**src/rtl/nn_pkg.sv**
```systemverilog
// Shared types for the z/m dot-product path.
// Q8.8 operands, result FIFO entries, accumulator FSM states.
package nn_pkg;

  localparam int FRAC_BITS = 8;

  typedef logic signed [15:0] q8_8_t;

  typedef struct packed {
    logic        sat;
    logic [15:0] value;
  } result_entry_t;

  typedef enum logic {
    IDLE,
    ACCUM
  } acc_state_t;

endpackage

```
**src/rtl/result_fifo.sv**
```systemverilog
// First-word-fall-through result FIFO.
// Head is visible combinationally; reads as zero when empty.
module result_fifo #(
  parameter int DEPTH = 4,
  parameter int WIDTH = 17
) (
  input  logic             clock,
  input  logic             clear,
  input  logic             push,
  input  logic [WIDTH-1:0] wr_data,
  input  logic             pop,
  output logic [WIDTH-1:0] rd_data,
  output logic             full,
  output logic             empty
);

  localparam int PW = (DEPTH > 1) ? $clog2(DEPTH) : 1;
  localparam int CW = $clog2(DEPTH + 1);
  localparam logic [PW-1:0] LAST = PW'(DEPTH - 1);
  localparam logic [CW-1:0] FULL_CNT = CW'(DEPTH);

  logic [WIDTH-1:0] mem [DEPTH];
  logic [PW-1:0]    rd_ptr;
  logic [PW-1:0]    wr_ptr;
  logic [CW-1:0]    count;
  logic             do_push;
  logic             do_pop;

  function automatic logic [PW-1:0] nxt(
    input logic [PW-1:0] p
  );
    return (p == LAST) ? '0 : p + 1'b1;
  endfunction

  assign empty   = (count == '0);
  assign full    = (count == FULL_CNT);
  assign do_pop  = pop & ~empty;
  // a full FIFO still takes a push when a pop frees the slot
  assign do_push = push & (~full | do_pop);
  assign rd_data = empty ? '0 : mem[rd_ptr];

  always_ff @(posedge clock or posedge clear) begin
    if (clear) begin
      rd_ptr <= '0;
      wr_ptr <= '0;
      count  <= '0;
    end else begin
      if (do_pop)
        rd_ptr <= nxt(rd_ptr);
      if (do_push)
        wr_ptr <= nxt(wr_ptr);
      if (do_push && !do_pop)
        count <= count + 1'b1;
      else if (do_pop && !do_push)
        count <= count - 1'b1;
    end
  end

  always_ff @(posedge clock) begin
    if (do_push)
      mem[wr_ptr] <= wr_data;
  end

endmodule

```
**src/rtl/dot_product_accumulator.sv**
```systemverilog
// Q8.8 multiply-accumulate over z/m vectors.
// Rounds, saturates and optionally rectifies each sum into a FIFO.
module dot_product_accumulator
  import nn_pkg::*;
#(
  parameter int FRAC_BITS  = nn_pkg::FRAC_BITS,
  parameter int ACC_WIDTH  = 40,
  parameter int FIFO_DEPTH = 4,
  parameter int RELU       = 1
) (
  input  logic        clock,
  input  logic        clear,
  input  logic        en,
  input  q8_8_t       z_element,
  input  q8_8_t       m_element,
  input  logic        element_valid,
  input  logic        last_element,
  output logic        busy,
  output logic [15:0] result,
  output logic        result_saturated,
  output logic        result_valid,
  input  logic        result_read,
  output logic        fifo_full,
  output logic        dropped
);

  localparam logic signed [ACC_WIDTH-1:0] HALF =
    ACC_WIDTH'(64'sd1 <<< (FRAC_BITS - 1));
  localparam logic signed [ACC_WIDTH-1:0] MAX_R =
    ACC_WIDTH'(32767);
  localparam logic signed [ACC_WIDTH-1:0] MIN_R =
    ACC_WIDTH'(-32768);

  acc_state_t state;
  logic       accept;
  logic       first;

  logic                        p_valid;
  logic                        p_first;
  logic                        p_last;
  logic signed [31:0]          prod;

  logic                        a_valid;
  logic                        a_last;
  logic signed [ACC_WIDTH-1:0] acc;

  logic signed [ACC_WIDTH-1:0] rounded;
  result_entry_t               entry;
  result_entry_t               head;
  logic                        push;
  logic                        empty;

  assign accept = element_valid & en;
  assign first  = (state == IDLE);

  always_ff @(posedge clock or posedge clear) begin
    if (clear) begin
      state <= IDLE;
    end else if (accept) begin
      unique case (state)
        IDLE:  state <= last_element ? IDLE : ACCUM;
        ACCUM: state <= last_element ? IDLE : ACCUM;
      endcase
    end
  end

  always_ff @(posedge clock or posedge clear) begin
    if (clear) begin
      p_valid <= 1'b0;
      p_first <= 1'b0;
      p_last  <= 1'b0;
      prod    <= '0;
    end else begin
      p_valid <= accept;
      if (accept) begin
        p_first <= first;
        p_last  <= last_element;
        prod    <= z_element * m_element;
      end
    end
  end

  // first reloads so back-to-back vectors need no bubble
  always_ff @(posedge clock or posedge clear) begin
    if (clear) begin
      a_valid <= 1'b0;
      a_last  <= 1'b0;
      acc     <= '0;
    end else begin
      a_valid <= p_valid;
      if (p_valid) begin
        a_last <= p_last;
        acc    <= p_first ? ACC_WIDTH'(prod)
                          : acc + ACC_WIDTH'(prod);
      end
    end
  end

  assign rounded = (acc + HALF) >>> FRAC_BITS;
  assign push    = a_valid & a_last;

  always_comb begin
    entry = '0;
    unique case (1'b1)
      (rounded > MAX_R): begin
        entry.sat   = 1'b1;
        entry.value = 16'h7FFF;
      end
      (rounded < MIN_R): begin
        entry.sat   = 1'b1;
        entry.value = 16'h8000;
      end
      default: entry.value = rounded[15:0];
    endcase
    if (RELU != 0 && entry.value[15])
      entry.value = '0;
  end

  result_fifo #(
    .DEPTH (FIFO_DEPTH),
    .WIDTH ($bits(result_entry_t))
  ) u_fifo (
    .clock   (clock),
    .clear   (clear),
    .push    (push),
    .wr_data (entry),
    .pop     (result_read),
    .rd_data (head),
    .full    (fifo_full),
    .empty   (empty)
  );

  always_ff @(posedge clock or posedge clear) begin
    if (clear)
      dropped <= 1'b0;
    else if (push && fifo_full && !result_read)
      dropped <= 1'b1;
  end

  assign result           = head.value;
  assign result_saturated = head.sat;
  assign result_valid     = ~empty;
  assign busy = (state == ACCUM) | p_valid | a_valid;

endmodule

```
**config.mk**
```make
export PLATFORM = sky130hd
export DESIGN_NAME = dot_product_accumulator
export DESIGN_NICKNAME = d
export VERILOG_FILES = /design/src/rtl/nn_pkg.sv /design/src/rtl/result_fifo.sv /design/src/rtl/dot_product_accumulator.sv
export SDC_FILE = /design/constraint.sdc
export NUM_CORES = 1
export LEC_CHECK = 0
export ABC_CLOCK_PERIOD_IN_PS = 4300
export CAP_MARGIN = 20
export CORE_ASPECT_RATIO = 1.25
export CORE_UTILIZATION = 60
export DETAILED_ROUTE_END_ITERATION = 10
export PLACE_DENSITY = 0.79
export SETUP_SLACK_MARGIN = 0.15
export SKIP_LAST_GASP = 1
export SLEW_MARGIN = 40
export SYNTH_ARGS = -nofsm -noshare
export SYNTH_HDL_FRONTEND = slang
export SYNTH_SLANG_ARGS = --single-unit
```
**constraint.sdc**
```tcl
create_clock -name clock -period 4.3 [get_ports clock]
set_input_delay 0.86 -clock clock [delete_from_list [all_inputs] [get_ports clock]]
set_output_delay 0.86 -clock clock [all_outputs]
set_load 0.02 [all_outputs]
```
==> results of run 1 <==
-- worst register-to-register path: stages, from the launching register on --
cell and delay, ps:
dfrtp_1 500, nand3_2 140, or3_1 520, or2_4 310, nor4_4 370, mux2i_1 240
a31oi_1 130, or4b_4 620, nand2b_1 230, o21ai_0 250
-- placed cells by master (no fill, tap or decap), types with 26 or more instances in the layout --
| cell type | instances |
|---|---|
| inv_1 | 296 |
| fa_1 | 253 |
| nand2_1 | 216 |
| buf_4 | 184 |
| and2_1 | 115 |
| nor2_1 | 101 |
| ha_1 | 100 |
| a21oi_1 | 93 |
| dfrtp_1 | 85 |
| buf_6 | 64 |
| edfxtp_1 | 64 |
| xnor2_1 | 54 |
| o21ai_0 | 49 |
| inv_2 | 47 |
| a21o_1 | 31 |
| nand3_1 | 30 |
| xor2_1 | 27 |
| o21ai_1 | 27 |
| clkdlybuf4s50_1 | 26 |
-- how the worst min path moves through the flow --
stage	slack [ps]	startpoint	end
floorplan	350	p_valid$_DFF_PP0_	a_valid$_DFF_PP0_
global placement	460	u_fifo.count[2]$_DFFE_PP0P_	u_fifo.count[2]$_DFFE_PP0P_
detailed placement	470	p_last$_DFFE_PP0P_	p_last$_DFFE_PP0P_
CTS	490	p_last$_DFFE_PP0P_	p_last$_DFFE_PP0P_
global route	520	state$_DFFE_PP0P_	p_first$_DFFE_PP0P_
finish	480	p_last$_DFFE_PP0P_	p_last$_DFFE_PP0P_
-- logic make-up (layout without fill, tap and decap cells) --
group / count (synthesis) / after routing / share of synthesized area, %
adders and majority gates: 392 / 392 / 36.5
muxes: 33 / 33 / 2.85
and+or+nand+nor: 627 / 627 / 16.2
AOI/OAI and AO/OA: 319 / 319 / 10.4
other: 1 / 1 / 0.0198
DFF: 150 / 150 / 21.6
buffers and inverters: 423 / 681 / 8.49
xor gates and xnor gates: 87 / 87 / 4.03
-- routing by layer --
layer | vias up | global-route usage, % | wire [µm]
met5 | - | 0 | 0
met4 | 0 | 14.3 | 2290
met3 | 174 | 3.21 | 1920
met2 | 554 | 55.6 | 26500
met1 | 7667 | 34.3 | 18300
li1 | 7042 | - | -
-- per-stage QoR --
stage	setup slack, ps	util, %	instances	instance area [µm²]	setup TNS, ps
floorplan	-2280	-	2032	19300	-33990
global placement	-3080	69.0	2608	21400	-59630
detailed placement	-3150	69.0	2608	21400	-62280
CTS	-2010	73.3	2676	22700	-37290
global route	-2330	75.2	2697	23300	-44460
finish	-2140	75.2	2697	23300	-40750
-- final cells by class --
type / count / area share (%)
clock inverter: 15 / 0.735
inverter: 344 / 5.56
tap: 407 / 2.18
clock buffer: 17 / 1.82
multi-input combinational: 1459 / 60.6
sequential: 150 / 17.5
timing repair buffer: 305 / 11.6
-- flip-flops by register name, summed over array words and instances (netlist names) --
signal / cells
p_valid: 1
a_last: 1
u_fifo.wr_ptr: 2
p_last: 1
u_fifo.count: 3
u_fifo.mem: 64
prod: 32
dropped: 1
a_valid: 1
acc: 40
p_first: 1
u_fifo.rd_ptr: 2
state: 1
-- what timing repair did --
| action | in CTS | in global routing |
|---|---|---|
| buffers inserted | 36 | 21 |
| pin swaps | 92 | 112 |
| gates resized for setup | 269 | 120 |
| setup endpoints to repair | 27 | 26 |
| hold buffers | 0 | 0 |
==> key figures, run 1 <==
Status
  • Status: finished with violations
  • Violated checks: negative setup slack

Finish
  • Fill count: about 2000
  • Area Overhead vs Synth: 23.4%
  • Layout cell share with drive strength beyond 1: 23.6%
  • Register area: a little over 4000 µm²
  • Area of the multi-input gates: approximately 14000 µm²
  • Layout Nets: 2707
  • Number of antenna diodes: 0

Global route
  • Vias in the first global route: 16400
  • Initial antenna violation count: 0
  • Maximum number of pins on one net before global-route repair: about 60
  • Global route total overflow: 0
  • Gr usage total: roughly 30%
  • First-pass GRT wire length: 77.5 mm

Setup path
  • R2R setup slack: about 660 ps
  • Critical Path AT: just under 7000 ps
  • Slowest cell on crit path: fa_2
  • WP buf/inv: 9
  • R2R depth: 9
  • WP data required: between 4000 and 5000 ps
  • R2r endpoint: u_fifo.mem[3][1]$_DFFE_PP_
  • Family with the most delay on the worst path: adder cells
  • Critical Path Stages: 26
  • CP startpoint: z_element[6]
  • R2R Path Start: acc[13]$_DFFE_PP0P_
  • Worst setup EP type: flip-flop
  • Crit start category: input port
  • CP max stage delay: about 540 ps
  • Crit path max fanout: 3
  • Crit Path Category: input port to flip-flop
  • CP Capture Point: prod[28]$_DFFE_PP0P_
  • Most used cell, CP: fa_1

Synthesis
  • Synth Register Bits: 150
  • Ys async rst share: a little under three fifths
  • Post-synthesis sequential area ratio: about 22%
  • Dominant cell type by area after synthesis: fa_1
  • Netlist cell types: between 60 and 70
  • Yosys warns: 0
  • Most frequent cell after synthesis: inv_1
  • Cells after Synth: ~2000
  • Post-Synthesis Net Count: between 2000 and 2500
  • Syn Std Cell Area: 18900 µm²
  • Syn avg cell area: between 9 and 10 µm²
  • Top cells by area, synth: fa_1 (28%), dfrtp_1 (11%), edfxtp_1 (10%)
  • Top post-synthesis cells by count: inv_1 (344), fa_1 (264), nand2_1 (233), and2_1 (141), ha_1 (128)
  • Post-synth top area share: roughly 28%
  • Main synth FF type: dfrtp_1
  • Post-synth EDFFs: 64

Routing
  • Post-DR wirelength/cell: between 15 and 20 µm
  • Drt pass-1 iters: 8
  • ANT nets after route: 0
  • Final wirelength: 49.0 mm
  • DR DRC count: 0
  • 1st-iter DRT viols: 865
  • Vias/cell: approximately 5.7
  • DR vias: 15400

Clock tree
  • Clk pin slew, worst setup/hold paths: roughly 70 ps
  • Root buf cell: clkbuf_16
  • CTS sink cnt: 150
  • CTS H-tree depth: 4
  • Max Root-Sink Buffers: 2
  • Worst skew pair latency: roughly 440 ps
  • CTS Buf Count: 17
  • CTS tree: yes

Timing
  • RSZ-0062 raised after global routing: yes
  • Pins over their slew limit: 0
  • Worst Setup Slack, final: -2140 ps
  • Final hold slack: roughly 480 ps
  • Final worst path period share: 150%
  • Maximum clock rate: roughly 160 MHz
  • Worst Tran Pin Value: 789 ps
  • Setup Viol. Count Final: 25
  • Final min period: roughly 6400 ps
  • Clock Skews: 7.71 ps
  • Rel. slew slack: between 40% and 50%
  • Final hold vios: 0

Floorplan
  • Die Y: about 200 µm
  • Core Region: 31000 µm²
  • Std-Cell Rows: slightly above 70
  • Io pins: slightly below 60
  • DIE AREA: about 32000 µm²
  • Die X: approximately 160 µm
  • Initial Util: between 60 and 70%

Place
  • Routability Congestion: 0.963
  • Dpl hpwl: about 36 mm
  • PortBufs: between 50 and 60

Hold path
  • Hold Crit Depth: 2
  • HP Class: flip-flop to flip-flop

Flow run
  • Max Cap Viol: 0
Power of run 1 is not shown: default switching activity piles up to over one toggle a cycle in this logic, so the estimate is an artifact.
==> run 2: changes to the inputs <==
- SLEW_MARGIN: 40 -> not set
==> run 2 against run 1 <==
  * The run still ends with negative setup slack left
  * Sequential share of layout area about the same
  * Flip-flop and latch count is the same
  * First-iteration DRC count is the same
  * Final area about the same
  * Critical path depth is the same
  * Count of clock-buffer cells in the layout is the same
  * Register-to-register slack hardly changed
  * Fmax about the same
  * Core utilization barely moved
  * Setup slack barely moved
==> key figures, run 2 (synthesis results as in run 1) <==
Status
  • Status: finished with violations
  • Violated checks: negative setup slack

Setup path
  • Worst setup EP type: flip-flop
  • Critical Path AT: 6740 ps (about the same)
  • Crit path max fanout: 3 (unchanged)
  • WP data required: 4600 ps (about the same)
  • Crit Path Category: input port to flip-flop
  • Crit start category: input port

Timing
  • Setup Viol. Count Final: 25 (unchanged)
  • Pins over their slew limit: 0 (unchanged)
  • Final hold slack: 475 ps (+0.00800 ps)
  • Final worst path period share: 150% (about the same)
  • Setup TNS: -40740 ps (+3.80 ps)
  • Worst Tran Pin Value: 841 ps (+51.3 ps)
  • RSZ-0062 raised after global routing: yes
  • Final min period: 6440 ps (-0.180 ps)
  • Worst Setup Slack, final: -2140 ps (+0.180 ps)
  • Maximum clock rate: 155 MHz (about the same)
  • Final hold vios: 0 (unchanged)
  • Clock Skews: 7.82 ps (+0.110 ps)
  • Rel. slew slack: 43.9% (-3.4 points)

Place
  • Dpl hpwl: 36.2 mm (about the same)
  • Worst slack, placed: -3150 ps (unchanged)
  • PortBufs: 57 (unchanged)
  • Routability Congestion: 0.963 (unchanged)
  • Placed inst area: 21400 µm² (about the same)

Hold path
  • HP Class: flip-flop to flip-flop

Routing
  • Final wirelength: 49.1 mm (about the same)
  • Drt pass-1 iters: 5 (-3)
  • 1st-iter DRT viols: 865 (unchanged)
  • Post-DR wirelength/cell: 18.2 µm (about the same)
  • DR DRC count: 0 (unchanged)
  • ANT nets after route: 0 (unchanged)
  • DR vias: 15400 (+0.058%)
  • Vias/cell: 5.73 (about the same)

Finish
  • Post-route cell area: 23300 µm² (about the same)
  • Area Overhead vs Synth: 23.4% (about the same)
  • Largest registers: u_fifo.mem (64), acc (40), prod (32)
  • Fill count: 1949 (+0.051%)
  • Number of flip-flops under the largest register name: 64 (unchanged)
  • Number of antenna diodes: 0 (unchanged)
  • Most common cell after layout, fill and taps aside: inv_1
  • Largest Register: u_fifo.mem
  • Most frequent cells in the layout: inv_1 (296), fa_1 (253), nand2_1 (216)
  • Layout cell share with drive strength beyond 1: 23.5% (-0.087 points)
  • Layout Nets: 2707 (unchanged)

Floorplan
  • Die Y: 200 µm (unchanged)
  • Core Region: 31000 µm² (unchanged)
  • Io pins: 59 (unchanged)
  • Std-Cell Rows: 72 (unchanged)
  • Die X: 161 µm (unchanged)
  • DIE AREA: 32200 µm² (unchanged)
  • Initial Util: 61.0% (unchanged)

Clock tree
  • Hold_buf cts: 0 (unchanged)
  • Clk pin slew, worst setup/hold paths: 70 ps (about the same)
  • CTS sink cnt: 150 (unchanged)
  • CTS H-tree depth: 4 (unchanged)
  • Root buf cell: clkbuf_16
  • CTS tree: yes
  • Max Root-Sink Buffers: 2 (unchanged)
  • Worst skew pair latency: 440 ps (about the same)
  • CTS Buf Count: 17 (unchanged)

Global route
  • Gr usage total: 30.0% (unchanged)
  • Maximum number of pins on one net before global-route repair: 59 (unchanged)
  • Global route total overflow: 0 (unchanged)
  • First-pass GRT wire length: 77.5 mm (unchanged)
  • Initial antenna violation count: 0 (unchanged)
  • Vias in the first global route: 16400 (unchanged)

Flow run
  • Max Cap Viol: 0 (unchanged)
run 2: cell counts in the layout (fill, tap and decap cells not counted):
Identical to the previous run, type by type.
run 2: metal layers:
| metal | part of all wire, % | GRT usage [%] | vias up |
|---|---|---|---|
| met1 | 37 | 34.3 | 7675 |
| met2 | 54 | 55.6 | 553 |
| li1 | - | - | 7044 |
| met4 | 4.7 | 14.3 | 0 |
| met5 | 0 | 0 | - |
| met3 | 3.9 | 3.21 | 174 |
run 2: layout make-up:
cell class                 instances  area [µm²]  area share [%]
inverter                         344        1290            5.54
clock inverter                    15         171           0.735
sequential                       150        4080            17.5
multi-input combinational       1459       14100            60.6
timing repair buffer             305        2700            11.6
tap                              407         509            2.18
clock buffer                      17         425            1.82
run 2: final timing paths:
path	from	end	slack [ps]	cells after the start
max	z_element[6]	prod[28]$_DFFE_PP0P_	-2140	26
min	p_last$_DFFE_PP0P_	p_last$_DFFE_PP0P_	480	2
max reg2reg	acc[13]$_DFFE_PP0P_	u_fifo.mem[3][1]$_DFFE_PP_	660	9
min reg2reg	p_last$_DFFE_PP0P_	p_last$_DFFE_PP0P_	480	2
max in group asynchronous	clear	prod[17]$_DFFE_PP0P_	2600	3
min in group asynchronous	clear	u_fifo.count[0]$_DFFE_PP0P_	890	2
run 2: worst max-delay path, stage by stage:
cell and delay, ps:
buf_8 110, buf_6 110, and2_4 130, fa_1 520, inv_2 50, fa_2 540
fa_2 440, fa_1 500, inv_1 50, fa_1 490, inv_2 40, fa_1 510
inv_2 50, ha_4 240, and3_4 200, buf_6 120, a221o_1 350, a21oi_4 220
o211ai_4 130, a211oi_4 330, buf_4 170, buf_6 100, o41ai_4 60, a21oi_2 180
xor2_1 170, o21ai_1 80
run 2: per-stage QoR:
stage	util, %	std cells
2_1_floorplan	-	2032
3_3_place_gp	69.0	2608
3_5_place_dp	69.0	2608
4_1_cts	73.3	2676
5_1_grt	75.2	2697
6_report	75.2	2697
run 2: what timing repair did:
item                       CTS  global route
pin swaps                   92           112
buffers inserted            36            21
setup endpoints to repair   27            26
resized for setup          269           120
Power of run 2 is left out for the same reason.
